**config.mk**
```make
export PLATFORM = sky130hd
export DESIGN_NAME = mem_arbiter
export DESIGN_NICKNAME = d
export VERILOG_FILES = /design/src/rtl/k86_mem_pkg.sv /design/src/rtl/mem_arb_pick.sv /design/src/rtl/mem_arbiter.sv
export SDC_FILE = /design/constraint.sdc
export NUM_CORES = 1
export LEC_CHECK = 0
export ABC_AREA = 1
export BUFFER_PORTS_ARGS = -buffer_cell sky130_fd_sc_hd__buf_2
export CAP_MARGIN = 25
export CORE_MARGIN = 1.5
export CORE_UTILIZATION = 45
export DETAILED_ROUTE_END_ITERATION = 6
export MAX_ROUTING_LAYER = met4
export PLACE_DENSITY = 0.74
export SYNTH_ARGS = -nofsm -noshare
export SYNTH_HDL_FRONTEND = slang
export SYNTH_SLANG_ARGS = --single-unit
```
**constraint.sdc**
```tcl
create_clock -name clock -period 1.7 [get_ports clock]
set_input_delay 0.085 -clock clock [delete_from_list [all_inputs] [get_ports clock]]
set_output_delay 0.085 -clock clock [all_outputs]
set_load 0.01 [all_outputs]
```
**src/rtl/k86_mem_pkg.sv**
```systemverilog
// Shared types and default sizes for the K8088 memory arbiter.
package k86_mem_pkg;

    typedef enum logic [1:0] {
        IDLE = 2'd0,
        ADDR = 2'd1,
        DATA = 2'd2
    } state_t;

    typedef enum logic {
        OWN_CPU = 1'b0,
        OWN_VID = 1'b1
    } owner_t;

    localparam int DEF_AW        = 20;
    localparam int DEF_DW        = 8;
    localparam int DEF_VID_BURST = 4;

endpackage

```
**src/rtl/mem_arb_pick.sv**
```systemverilog
// Combinational winner select for the memory arbiter.
// MEM_ARB_RR_EN defined   : strict round-robin against the last owner.
// MEM_ARB_RR_EN undefined : video priority, CPU wins once vid_run reaches VID_BURST.
module mem_arb_pick
    import k86_mem_pkg::*;
#(
    parameter int VID_BURST = DEF_VID_BURST
) (
    input  logic       cpu_req,
    input  logic       vid_req,
    input  logic [3:0] vid_run,
    input  owner_t     last_owner,
    output logic       grant,
    output owner_t     winner
);

`ifdef MEM_ARB_RR_EN
    logic unused_run;
    assign unused_run = ^vid_run;

    // Both active: hand the memory to whoever did not own it last.
    always_comb begin
        grant  = cpu_req | vid_req;
        winner = OWN_CPU;
        if (cpu_req && vid_req) begin
            winner = (last_owner == OWN_VID) ? OWN_CPU : OWN_VID;
        end else if (vid_req) begin
            winner = OWN_VID;
        end
    end
`else
    logic unused_owner;
    assign unused_owner = (last_owner == OWN_VID);

    // Video first, unless the waiting CPU has already sat out a full burst.
    always_comb begin
        grant  = cpu_req | vid_req;
        winner = OWN_CPU;
        if (vid_req && !(cpu_req && (vid_run == 4'(VID_BURST)))) begin
            winner = OWN_VID;
        end
    end
`endif

endmodule

```
**src/rtl/mem_arbiter.sv**
```systemverilog
// Shares one synchronous-read byte memory between the K8088 core and video scanout.
// Each access runs IDLE -> ADDR -> DATA; the completion pulse appears in the following IDLE.
// Optional macro MEM_ARB_RR_EN selects round-robin arbitration (vid_run then held at 0).
module mem_arbiter
    import k86_mem_pkg::*;
#(
    parameter int AW        = DEF_AW,
    parameter int DW        = DEF_DW,
    parameter int VID_BURST = DEF_VID_BURST
) (
    input  logic          clock,
    input  logic          reset_n,
    input  logic          cpu_req,
    input  logic [AW-1:0] cpu_address,
    input  logic [DW-1:0] cpu_out,
    input  logic          cpu_we,
    output logic [DW-1:0] cpu_in,
    output logic          cpu_ce,
    input  logic          vid_req,
    input  logic [AW-1:0] vid_address,
    output logic [DW-1:0] vid_data,
    output logic          vid_ack,
    output logic [AW-1:0] mem_address,
    output logic [DW-1:0] mem_out,
    output logic          mem_we,
    input  logic [DW-1:0] mem_in
);

    state_t     state;
    state_t     state_d;
    owner_t     owner;
    owner_t     winner;
    logic       grant;
    logic       acc_we;
    logic [3:0] vid_run;

    mem_arb_pick #(
        .VID_BURST (VID_BURST)
    ) u_pick (
        .cpu_req    (cpu_req),
        .vid_req    (vid_req),
        .vid_run    (vid_run),
        .last_owner (owner),
        .grant      (grant),
        .winner     (winner)
    );

    // State register.
    always_ff @(posedge clock or negedge reset_n) begin
        if (!reset_n) begin
            state <= IDLE;
        end else begin
            state <= state_d;
        end
    end

    // Next state: a grant in IDLE always runs the full three-cycle access.
    always_comb begin
        state_d = state;
        case (state)
            IDLE:    if (grant) state_d = ADDR;
            ADDR:    state_d = DATA;
            DATA:    state_d = IDLE;
            default: state_d = IDLE;
        endcase
    end

    // Memory side registers, read-data latches and completion pulses.
    always_ff @(posedge clock or negedge reset_n) begin
        if (!reset_n) begin
            cpu_in      <= '0;
            cpu_ce      <= 1'b0;
            vid_data    <= '0;
            vid_ack     <= 1'b0;
            mem_address <= '0;
            mem_out     <= '0;
            mem_we      <= 1'b0;
            owner       <= OWN_CPU;
            acc_we      <= 1'b0;
        end else begin
            cpu_ce  <= 1'b0;
            vid_ack <= 1'b0;
            case (state)
                IDLE: begin
                    mem_we <= 1'b0;
                    if (grant) begin
                        owner <= winner;
                        if (winner == OWN_VID) begin
                            mem_address <= vid_address;
                            mem_out     <= '0;
                            acc_we      <= 1'b0;
                        end else begin
                            mem_address <= cpu_address;
                            mem_out     <= cpu_out;
                            mem_we      <= cpu_we;
                            acc_we      <= cpu_we;
                        end
                    end
                end
                ADDR: mem_we <= 1'b0;
                DATA: begin
                    if (owner == OWN_CPU) begin
                        cpu_ce <= 1'b1;
                        if (!acc_we) cpu_in <= mem_in;
                    end else begin
                        vid_data <= mem_in;
                        vid_ack  <= 1'b1;
                    end
                end
                default: mem_we <= 1'b0;
            endcase
        end
    end

`ifdef MEM_ARB_RR_EN
    assign vid_run = '0;
`else
    // Count video grants taken while the CPU is kept waiting.
    always_ff @(posedge clock or negedge reset_n) begin
        if (!reset_n) begin
            vid_run <= '0;
        end else if (!cpu_req) begin
            vid_run <= '0;
        end else if (state == IDLE && grant) begin
            vid_run <= (winner == OWN_VID) ? vid_run + 4'd1 : 4'd0;
        end
    end
`endif

endmodule

```
==> results of run 1 <==
## timing repair
item	CTS	global route
hold buffers	7	0
resized for setup	0	1
endpoints found under the hold margin	25	0
setup endpoints to repair	0	2
## worst max-delay path: stages (launching register included)
cell and delay [ns]:
dfrtp_1 0.43, inv_1 0.06, ha_1 0.21, nand2_1 0.06, inv_1 0.04, nand2_2 0.08, buf_4 0.24, nand3_1 0.10
nand3_1 0.11, nand2_1 0.06
## synth_stat cells
| cell type | count | area, um^2 |
|---|---|---|
| inv_2 | 2 | 7.510 |
| nand2_2 | 3 | 18.77 |
| buf_6 | 1 | 11.26 |
| nand3_1 | 42 | 210.2 |
| nand3_4 | 1 | 17.52 |
| nand4_1 | 2 | 12.51 |
| o21ai_1 | 16 | 80.08 |
| nand2_1 | 104 | 390.4 |
| buf_12 | 1 | 20.02 |
| o21ai_2 | 2 | 17.52 |
| nor2_2 | 2 | 12.51 |
| ha_1 | 2 | 25.02 |
| dfrtp_1 | 55 | 1376 |
| o21ai_0 | 4 | 20.02 |
| nor3_2 | 1 | 10.01 |
| buf_4 | 3 | 22.52 |
| nand2_4 | 1 | 11.26 |
| inv_1 | 56 | 210.2 |
| xnor2_1 | 1 | 8.760 |
| clkbuf_1 | 3 | 11.26 |
| nand3_2 | 9 | 90.09 |
| buf_2 | 7 | 35.03 |
| nor2_1 | 3 | 11.26 |
## power by group through the flow
stage	combinational, W	clock (W)	sequential [W]
floorplan	0.00107	0	0.00247
global placement	0.00211	0	0.00223
detailed placement	0.00220	0	0.00224
CTS	0.00220	0.000945	0.00223
global route	0.00246	0.000999	0.00231
finish	0.00217	0.000913	0.00223
## through the flow
step           setup slack (ns)  cells
3_5_place_dp             0.2061    493
5_1_grt                 0.03353    508
4_1_cts                  0.1865    508
2_1_floorplan            0.3490    321
3_3_place_gp             0.2541    493
6_report                 0.1953    508
## routing by layer
layer | share of wire (%) | vias up
met1 | 45 | 1085
met5 | 0 | -
met3 | 7.2 | 5
li1 | - | 1206
met4 | 1.2 | 0
met2 | 47 | 98
## flip-flops by register name, summed over array words and instances, names as in the netlist
name and cells:
vid_run 4, cpu_in 8, state 2, vid_data 8, cpu_ce 1, mem_address 20, mem_out 8, owner 1
mem_we 1, acc_we 1, vid_ack 1
## final cells by class
| cell class | instances | area [um^2] |
|---|---|---|
| tap | 72 | 90.09 |
| clock buffer | 6 | 82.58 |
| multi-input combinational | 193 | 940.9 |
| clock inverter | 2 | 38.79 |
| fill | 529 | 2137 |
| sequential | 55 | 1376 |
| timing repair buffer | 122 | 690.7 |
| inverter | 58 | 217.7 |
## logic make-up (layout without fill, tap and decap cells)
group	after synthesis	in the layout
XOR/XNOR	1	1
buffers and inverters	73	188
adder cells (fa/ha/maj)	2	2
AND/OR/NAND/NOR	168	168
AO/OA/AOI/OAI	22	22
flip-flops	55	55
## final timing paths
check	to	start	cells after the start	slack [ns]
worst min register to register	mem_out[2]$_DFFE_PN0P_	mem_out[2]$_DFFE_PN0P_	2	0.49
min in group asynchronous	vid_data[1]$_DFFE_PN0P_	reset_n	2	0.25
worst max register to register	mem_address[2]$_DFFE_PN0P_	vid_run[0]$_DFFE_PN0P_	9	0.20
max in group asynchronous	mem_out[3]$_DFFE_PN0P_	reset_n	3	0.90
worst min-delay path	mem_out[6]$_DFFE_PN0P_	cpu_out[6]	3	0.01
worst max-delay path	mem_address[2]$_DFFE_PN0P_	vid_run[0]$_DFFE_PN0P_	9	0.20
==> impl_metrics.csv, run 1 <==
group,metric,value,unit
timing,post-route-min-period,1.505,ns
logic_synthesis,synth-compound-area-share,4.472,%
place,io_buffers,107,
timing,rsz0062_at_grt,"no",
worst_setup_path,worstSetupPathType,"flip-flop to flip-flop",
logic_synthesis,syn-num-nets,384,
flow_run,drv_cap,0,
worst_setup_path,cp.arrival,1.71,ns
timing,setup_viol,0,
place,gp_congestion,0.7553,
pwr,switchingPower,0.002074,W
cts,cts_max_path_buffers,2,
cts,cts_tree,"built",
cts,clock_latency,0.31,ns
cts,clk_pin_slew,0.10,ns
drt,wire_per_inst,11.72,um
pwr,power.share.switching,39.02,%
timing,relSlewSlack,63.89,%
global_route,top_usage_layer,"met2",
timing,fin_setup_tns,0,ns
logic_synthesis,yosys.area_share.simple,29.83,%
global_route,grt_antenna_before_repair,0,
global_route,grtUsageTotal,21.47,%
finish,diodes,0,
logic_synthesis,synthMuxAreaShare,0,%
finish,post-route-util,61.66,%
pwr,p_int,0.003241,W
logic_synthesis,synth_top_family_by_area,"simple AND/OR/NAND/NOR gates",
drt,drt_wl_total,5953,um
logic_synthesis,synth-seq-cells,55,
cts,cts_inserted_buffers,5,
global_route,grtUsageMet2,34.58,%
pwr,p_seq_share,42.0,%
place,dpl_cell_area,0.003241,mm^2
logic_synthesis,synth_cell_types,23,
global_route,use_met1,26.71,%
global_route,grt_max_degree,37,
die,core_area,0.005574,mm^2
global_route,grt_pass1_wl,10310,um
die,rows,27,
finish,final_cell_mix,"107 x buf_2, 104 x nand2_1, 56 x inv_1",
logic_synthesis,synth_adder_area_share,0.9515,%
timing,fin_skew,0.005951,ns
status,status,"finished, final reports clean",
cts,post_cts_buffers,0,
pwr,pwr-share-comb,40.8,%
cts,root_buffer,"clkbuf_8",
pwr,p_leak,2.052,nW
timing,fmax,0.6646,GHz
die,die_h,79.45,um
timing,tightest_slew,0.5404,ns
finish,final_common_cell,"buf_2",
die,initial_utilization,47.18,%
drt,vias_per_cell,4.713,
worst_setup_path,critPathMaxFanout,21,
timing,hold_ws,0.01460,ns
pwr,power_density,1547,mW/mm^2
finish,drive_gt1_share,33.03,%
pwr,power,0.005316,W
finish,nets,498,
die,io_pins,108,
worst_setup_path,critPathLaunchType,"flip-flop",
finish,fin_area,0.003437,mm^2
die,die_area,0.006312,mm^2
logic_synthesis,synth-seq-area-share,52.33,%
drt,vias,2394,
die,fp.dieW,79.45,um
global_route,grt_pass1_vias,2309,
timing,final_max_slew_viol_count,0,
global_route,gr-usage-met3,5.486,%
hold_path,hp-class,"primary input to flip-flop",
finish,area_growth,30.69,%
worst_setup_path,cp-end-kind,"flip-flop",
logic_synthesis,synth.cell_area,0.002630,mm^2
place,place_hpwl,4295,um
drt,first_iter_violations,92,
drt,ant_nets,0,
timing,hold_violations,0,
logic_synthesis,postSynthAreaPerCell,8.193,um^2
logic_synthesis,synth-xor-area-share,0.3330,%
worst_setup_path,crit_required,1.90,ns
cts,cts_max_level,2,
timing,min_period_over_period,88.51,%
pwr,pwr-share-clk,17.2,%
global_route,grt_overflow,0,
logic_synthesis,syn_inst,321,
drt,drc,0,
logic_synthesis,yosysWarnings,0,
pwr,ir_drop,708.6,uV
drt,dr.pass1.iters,5,
cts,cts_sinks,55,
Note: power is estimated with default switching activity, not from simulation.
==> run 2, diff against run 1 <==
--- a/config.mk
+++ b/config.mk
@@ -8,11 +8,13 @@
 export ABC_AREA = 1
 export BUFFER_PORTS_ARGS = -buffer_cell sky130_fd_sc_hd__buf_2
 export CAP_MARGIN = 25
+export CELL_PAD_IN_SITES_DETAIL_PLACEMENT = 1
+export CELL_PAD_IN_SITES_GLOBAL_PLACEMENT = 1
 export CORE_MARGIN = 1.5
-export CORE_UTILIZATION = 45
+export CORE_UTILIZATION = 34
 export DETAILED_ROUTE_END_ITERATION = 6
 export MAX_ROUTING_LAYER = met4
-export PLACE_DENSITY = 0.74
+export PLACE_DENSITY = 0.79
 export SYNTH_ARGS = -nofsm -noshare
 export SYNTH_HDL_FRONTEND = slang
 export SYNTH_SLANG_ARGS = --single-unit
==> run 2 against run 1 <==
  * First-iteration DRC count is 23% higher
  * Critical path type unchanged
  * Core utilization is 15 points lower
  * Clock power is 16% lower
  * Critical path depth stayed put
  * Highest routed layer unchanged
  * Largest cell class unchanged
  * Wire length is 20% higher
  * Worst hold slack worse by 0.0095 ns
  * Non-clock buffer count is 3 lower
  * Power is 1.2% lower
  * Clock skew is 0.0055 ns higher
  * Largest power group unchanged
  * Combinational power is 3% higher
  * Critical endpoint is now mem_address[15]$_DFFE_PN0P_
==> impl_metrics.csv, run 2 (synthesized netlist as in run 1, its figures left out) <==
group,metric,value,unit
worst_setup_path,worstSetupPathType,"flip-flop to flip-flop",
drt,vias_per_cell,4.560,
worst_setup_path,rr_worst_depth,9,
place,gp_congestion,0.7636,
timing,final_max_slew_viol_count,0,
global_route,grt_antenna_before_repair,0,
cts,post_cts_buffers,0,
timing,tightest_slew,0.5903,ns
global_route,grt_pass1_vias,2503,
die,fp.dieW,90.95,um
timing,fin_setup_tns,0,ns
cts,cts_tree,"built",
worst_setup_path,crit_slowest_cell,"dfrtp_1",
status,status,"finished, final reports clean",
timing,relSlewSlack,60.55,%
die,die_h,90.95,um
worst_setup_path,critPathMaxFanout,11,
cts,cts_max_level,2,
cts,root_buffer,"clkbuf_8",
worst_setup_path,cp_cell_sequence,"inv_1 -> ha_1 -> nand2_1 -> inv_1 -> nand2_2 -> buf_4 -> nand3_1 -> nand3_1 -> nand2_1",
global_route,grtUsageTotal,18.99,%
drt,dr.pass1.iters,4,
global_route,grt_overflow,0,
timing,min_period_over_period,84.91,%
worst_setup_path,cp.arrival,1.65,ns
finish,drive_gt1_share,33.26,%
drt,first_iter_violations,113,
hold_path,hold-path-cell-count,3,
cts,cts_sinks,55,
timing,fmax,0.6928,GHz
pwr,power_density,1534,mW/mm^2
place,dp_cells,520,
timing,post-route-min-period,1.443,ns
worst_setup_path,cpPeakStageDelay,0.44,ns
finish,final_cell_mix,"107 x buf_2, 104 x nand2_1, 56 x inv_1",
cts,cts_inserted_buffers,5,
drt,vias,2426,
worst_setup_path,cp-end-kind,"flip-flop",
flow_run,drv_cap,0,
worst_setup_path,r2r_slack,0.26,ns
worst_setup_path,rr_endpoint,"mem_address[15]$_DFFE_PN0P_",
global_route,grt_pass1_wl,12270,um
worst_setup_path,crit_required,1.91,ns
finish,post-route-util,46.45,%
finish,diodes,0,
finish,nets,495,
cts,clk_pin_slew,0.10,ns
timing,hold_violations,0,
timing,rsz0062_at_grt,"no",
timing,fin_skew,0.01141,ns
place,place_hpwl,5220,um
hold_path,hp-class,"primary input to flip-flop",
hold_path,holdPathEnd,"mem_out[1]$_DFFE_PN0P_",
cts,cts_max_path_buffers,2,
timing,setup_viol,0,
hold_path,min_from,"cpu_out[1]",
finish,final_cells,532,
worst_setup_path,cp_top_family,"flip-flops",
finish,largest_register_ffs,20,
global_route,grt_max_degree,56,
place,io_buffers,107,
worst_setup_path,critPathLaunchType,"flip-flop",
pwr,ir_drop,707.3,uV
drt,drc,0,
finish,top_register,"mem_address",
die,initial_utilization,35.69,%
finish,area_growth,30.16,%
worst_setup_path,crit_buf_inv,3,
drt,ant_nets,0,
drt,wire_per_inst,13.42,um
die,rows,31,
die,die_area,0.008272,mm^2
cts,clock_latency,0.32,ns
drt,drt_wl_total,7138,um
finish,final_common_cell,"buf_2",
die,core_area,0.007370,mm^2
worst_setup_path,timing.rr.start,"vid_run[0]$_DFFE_PN0P_",
die,io_pins,108,
pwr,p_leak,2.027,nW
==> run 2: cell types whose count changed in the layout (fill, tap and decap cells not counted) <==
cell	delta
dlygate4sd3_1	-3
nand2_4	-1
bufinv_16	-1
clkinvlp_4	+1
inv_8	+1
buf_4	-1
clkbuf_8	-1
buf_12	+1
nand2_2	+1
==> run 2: worst min-delay path: stages <==
cell	delay, ns
buf_2	0.08
nand3_2	0.06
nand2_1	0.06
==> run 2: metal layers <==
metal / part of all wire (%) / global-route usage (%)
met4: 1.3 / 4.818
met2: 52 / 32.34
met5: 0 / -
met3: 3.1 / 2.848
met1: 44 / 23.65
==> run 2: worst max path at each step <==
stage / startpoint / end / cells after the start
floorplan: vid_run[0]$_DFFE_PN0P_ / acc_we$_DFFE_PN0P_ / 10
global placement: state[0]$_DFFE_PN0P_ / mem_we$_DFFE_PN0P_ / 6
detailed placement: vid_run[0]$_DFFE_PN0P_ / mem_address[9]$_DFFE_PN0P_ / 10
CTS: vid_run[0]$_DFFE_PN0P_ / mem_address[15]$_DFFE_PN0P_ / 9
global route: vid_run[0]$_DFFE_PN0P_ / mem_address[1]$_DFFE_PN0P_ / 10
finish: vid_run[0]$_DFFE_PN0P_ / mem_address[15]$_DFFE_PN0P_ / 9
==> run 2: what timing repair did <==
action                                 CTS  global route
resized for setup                        0             0
endpoints found under the hold margin   58             0
hold buffers                             4             0
==> run 2: power by group <==
group,switching [W],internal (W)
logic,0.00137,0.000875
registers,0.000346,0.00189
clock network,0.000464,0.000306
total,0.00218,0.00307
==> run 2: final cells by class <==
cell class                 instances  area [um^2]
clock buffer                       5        68.82
clock inverter                     3        27.53
fill                             935         3946
inverter                          58        217.7
multi-input combinational        193        935.9
sequential                        55         1376
tap                               99        123.9
timing repair buffer             119        673.1
==> run 2: through the flow <==
stage / power, W / instance area [um^2] / hold slack (ns) / worst slack (ns)
final: 0.005251 / 3423 / 0.005112 / 0.2566
after global routing: 0.005656 / 3423 / 0.01055 / 0.09883
after CTS: 0.005330 / 3423 / 0.002090 / 0.2442
after detailed placement: 0.004533 / 3287 / 0.1118 / 0.2600
after global placement: 0.004413 / 3287 / 0.1076 / 0.3232
after floorplan: 0.003538 / 2630 / -0.2106 / 0.3490
==> run 3, diff against run 2 <==
--- a/config.mk
+++ b/config.mk
@@ -5,16 +5,16 @@
 export SDC_FILE = /design/constraint.sdc
 export NUM_CORES = 1
 export LEC_CHECK = 0
-export ABC_AREA = 1
+export ABC_AREA = 0
 export BUFFER_PORTS_ARGS = -buffer_cell sky130_fd_sc_hd__buf_2
 export CAP_MARGIN = 25
 export CELL_PAD_IN_SITES_DETAIL_PLACEMENT = 1
 export CELL_PAD_IN_SITES_GLOBAL_PLACEMENT = 1
 export CORE_MARGIN = 1.5
-export CORE_UTILIZATION = 34
+export CORE_UTILIZATION = 35
 export DETAILED_ROUTE_END_ITERATION = 6
 export MAX_ROUTING_LAYER = met4
-export PLACE_DENSITY = 0.79
+export PLACE_DENSITY = 0.78
 export SYNTH_ARGS = -nofsm -noshare
 export SYNTH_HDL_FRONTEND = slang
 export SYNTH_SLANG_ARGS = --single-unit
==> constraint.sdc (replaced) <==
create_clock -name clock -period 1.45 [get_ports clock]
set_input_delay 0.0725 -clock clock [delete_from_list [all_inputs] [get_ports clock]]
set_output_delay 0.0725 -clock clock [all_outputs]
set_load 0.01 [all_outputs]
==> run 3 against run 2 <==
  * The flow now finishes with violations (DRC, setup timing)
  * Synthesized cell count is 36% lower
  * Final area rose by 1.7%
  * Non-clock buffer count up 21
  * Core utilization rose by 7.4 points
  * Highest routed layer unchanged
  * Power increased by 23%
  * First-iteration DRC count shrank 48%
  * Largest power group is now combinational cells
==> impl_metrics.csv, run 3 <==
group,metric,value,unit
timing,final_max_slew_viol_count,0,
drt,dr.pass1.iters,5,
finish,drive_gt1_share,47.81,%
timing,setup_viol,20,
timing,relSlewSlack,75.46,%
worst_setup_path,critPathMaxFanout,3,
die,rows,29,
logic_synthesis,synth_largest_area_cell,"dfrtp_1",
cts,cts_tree,"built",
timing,post-route-min-period,1.520,ns
worst_setup_path,worstSetupPathType,"flip-flop to flip-flop",
cts,cts_max_level,2,
logic_synthesis,synth_common_cells,"55 x dfrtp_1, 39 x nand2_1, 21 x mux2i_1",
timing,min_period_over_period,104.8,%
logic_synthesis,async_flop_share,100.0,%
finish,area_growth,46.04,%
logic_synthesis,synthFlopType,"dfrtp_1",
cts,cts_sinks,55,
worst_setup_path,cp-end-kind,"flip-flop",
timing,hold_violations,0,
place,io_buffers,107,
global_route,grt_max_degree,56,
logic_synthesis,synth-seq-area-share,57.74,%
drt,first_iter_violations,59,
finish,largest_register_ffs,20,
global_route,grt_pass1_wl,10280,um
timing,worst_slack,-0.07003,ns
drt,wire_per_inst,14.56,um
global_route,grtUsageTotal,18.38,%
die,fp.dieW,85.53,um
finish,fin_area,0.003481,mm^2
status,violations,"DRC, setup timing",
place,place_hpwl,4471,um
place,gp_congestion,0.7039,
timing,tightest_slew,0.3667,ns
timing,fin_skew,0.01243,ns
finish,final_common_cell,"buf_2",
die,die_area,0.007315,mm^2
die,die_h,85.53,um
logic_synthesis,yosysWarnings,0,
place,post-place-ws,-0.06224,ns
drt,vias_per_cell,4.848,
status,status,"complete, but fails checks",
die,core_area,0.006459,mm^2
place,dpl_cell_area,0.003122,mm^2
drt,drt_wl_total,6117,um
timing,rsz0062_at_grt,"yes",
worst_setup_path,cp.arrival,1.72,ns
logic_synthesis,postSynthAreaPerCell,11.63,um^2
cts,clk_pin_slew,0.11,ns
drt,vias,2036,
worst_setup_path,crit_required,1.65,ns
worst_setup_path,crit_slowest_cell,"dfrtp_1",
worst_setup_path,crit_top_cell,"buf_4",
logic_synthesis,synth_top_area_share,57.74,%
cts,cts_max_path_buffers,2,
logic_synthesis,synth-seq-cells,55,
drt,drc,9,
logic_synthesis,yosysMostFrequentCell,"dfrtp_1",
pwr,p_leak,1.828,nW
cts,root_buffer,"clkbuf_8",
flow_run,drv_cap,0,
logic_synthesis,synth.cell_area,0.002384,mm^2
worst_setup_path,cpPeakStageDelay,0.40,ns
die,io_pins,108,
timing,fmax,0.6579,GHz
finish,nets,405,
worst_setup_path,cp_cell_sequence,"inv_2 -> ha_4 -> nand4b_4 -> buf_4 -> buf_4 -> buf_4 -> a32o_1",
global_route,grt_pass1_vias,2186,
finish,diodes,0,
pwr,power_density,1851,mW/mm^2
finish,top_register,"mem_address",
logic_synthesis,synth_cell_types,31,
drt,ant_nets,0,
logic_synthesis,synthTopCellsByArea,"dfrtp_1 58%, mux2i_1 8.8%, mux2_2 7.6%",
timing,hold_ws,0.006160,ns
finish,final_cell_mix,"107 x buf_2, 55 x dfrtp_1, 39 x nand2_1",
die,initial_utilization,36.90,%
worst_setup_path,critPathLaunchType,"flip-flop",
cts,cts_inserted_buffers,5,
pwr,ir_drop,767.5,uV
global_route,grt_overflow,0,
logic_synthesis,synth-edff-count,0,
hold_path,hp-class,"primary input to flip-flop",
logic_synthesis,syn_inst,205,
cts,clock_latency,0.31,ns
global_route,grt_antenna_before_repair,0,
logic_synthesis,syn-num-nets,268,
-- run 3: per-layer routing --
layer  global-route usage (%)  part of all wire (%)
met5                        -                     0
met4                    3.519                   1.0
met3                    4.042                   6.4
met2                    31.64                    49
met1                    22.43                    44
-- run 3: worst paths after layout --
check | startpoint | end | slack [ns] | cells after the start
max | vid_run[0]$_DFFE_PN0P_ | owner$_DFFE_PN0P_ | -0.07 | 7
min | cpu_out[6] | mem_out[6]$_DFFE_PN0P_ | 0.006 | 3
max reg2reg | vid_run[0]$_DFFE_PN0P_ | owner$_DFFE_PN0P_ | -0.07 | 7
min reg2reg | mem_out[2]$_DFFE_PN0P_ | mem_out[2]$_DFFE_PN0P_ | 0.47 | 2
max in group asynchronous | reset_n | acc_we$_DFFE_PN0P_ | 0.90 | 3
min in group asynchronous | reset_n | vid_data[3]$_DFFE_PN0P_ | 0.30 | 3
-- run 3: worst max-delay path, delay by kind of cell, from the launching register on --
kind / cells / cell delay, ns
flops: 1 / 0.40
simple gates: 1 / 0.12
buf+inv: 4 / 0.50
fa+ha+maj: 1 / 0.16
compound gates: 1 / 0.25
-- run 3: final cells by class --
| cell class | instances | area [um^2] |
|---|---|---|
| Clock inverter | 3 | 46.29 |
| Tap cell | 77 | 96.34 |
| Timing Repair Buffer | 140 | 924.6 |
| Sequential cell | 55 | 1376 |
| Multi-Input combinational cell | 136 | 953.4 |
| Clock buffer | 5 | 68.82 |
| Inverter | 4 | 15.01 |
| Fill cell | 719 | 2978 |
-- run 3: power by group --
part / switching, W / leakage (nW) / total (W) / internal, W
combinational: 0.00145 / 1.09 / 0.00278 / 0.00134
sequential: 0.000392 / 0.685 / 0.00261 / 0.00222
clock: 0.000526 / 0.0548 / 0.00105 / 0.000521
-- run 3: kinds of logic (layout without fill, tap and decap cells) --
kind of cell / after synthesis / after routing / synth area share (%)
compound gates: 33 / 33 / 7.612
fa+ha+maj: 2 / 2 / 1.050
buf+inv: 14 / 152 / 3.831
flops: 55 / 55 / 57.74
mux: 37 / 37 / 16.38
simple gates: 64 / 64 / 13.39
-- run 3: per-stage QoR --
step                total power, W  utilization [%]  std cells  setup TNS, ns
finish                    0.006441            53.89        420        -0.6713
global route              0.006936            53.89        420         -3.228
CTS                       0.006508            53.18        416        -0.1698
detailed placement        0.005373            48.33        394        -0.6451
global placement          0.005240            48.33        394              0
floorplan                 0.004092                -        205              0
-- run 3: repair_timing --
item / in CTS / in global routing
setup buffers: 3 / 3
gates resized for setup: 7 / 5
hold endpoints to repair: 65 / 2
gates cloned: 1 / 0
pin swaps: 3 / 5
setup endpoints to repair: 28 / 32
hold buffers: 10 / 2
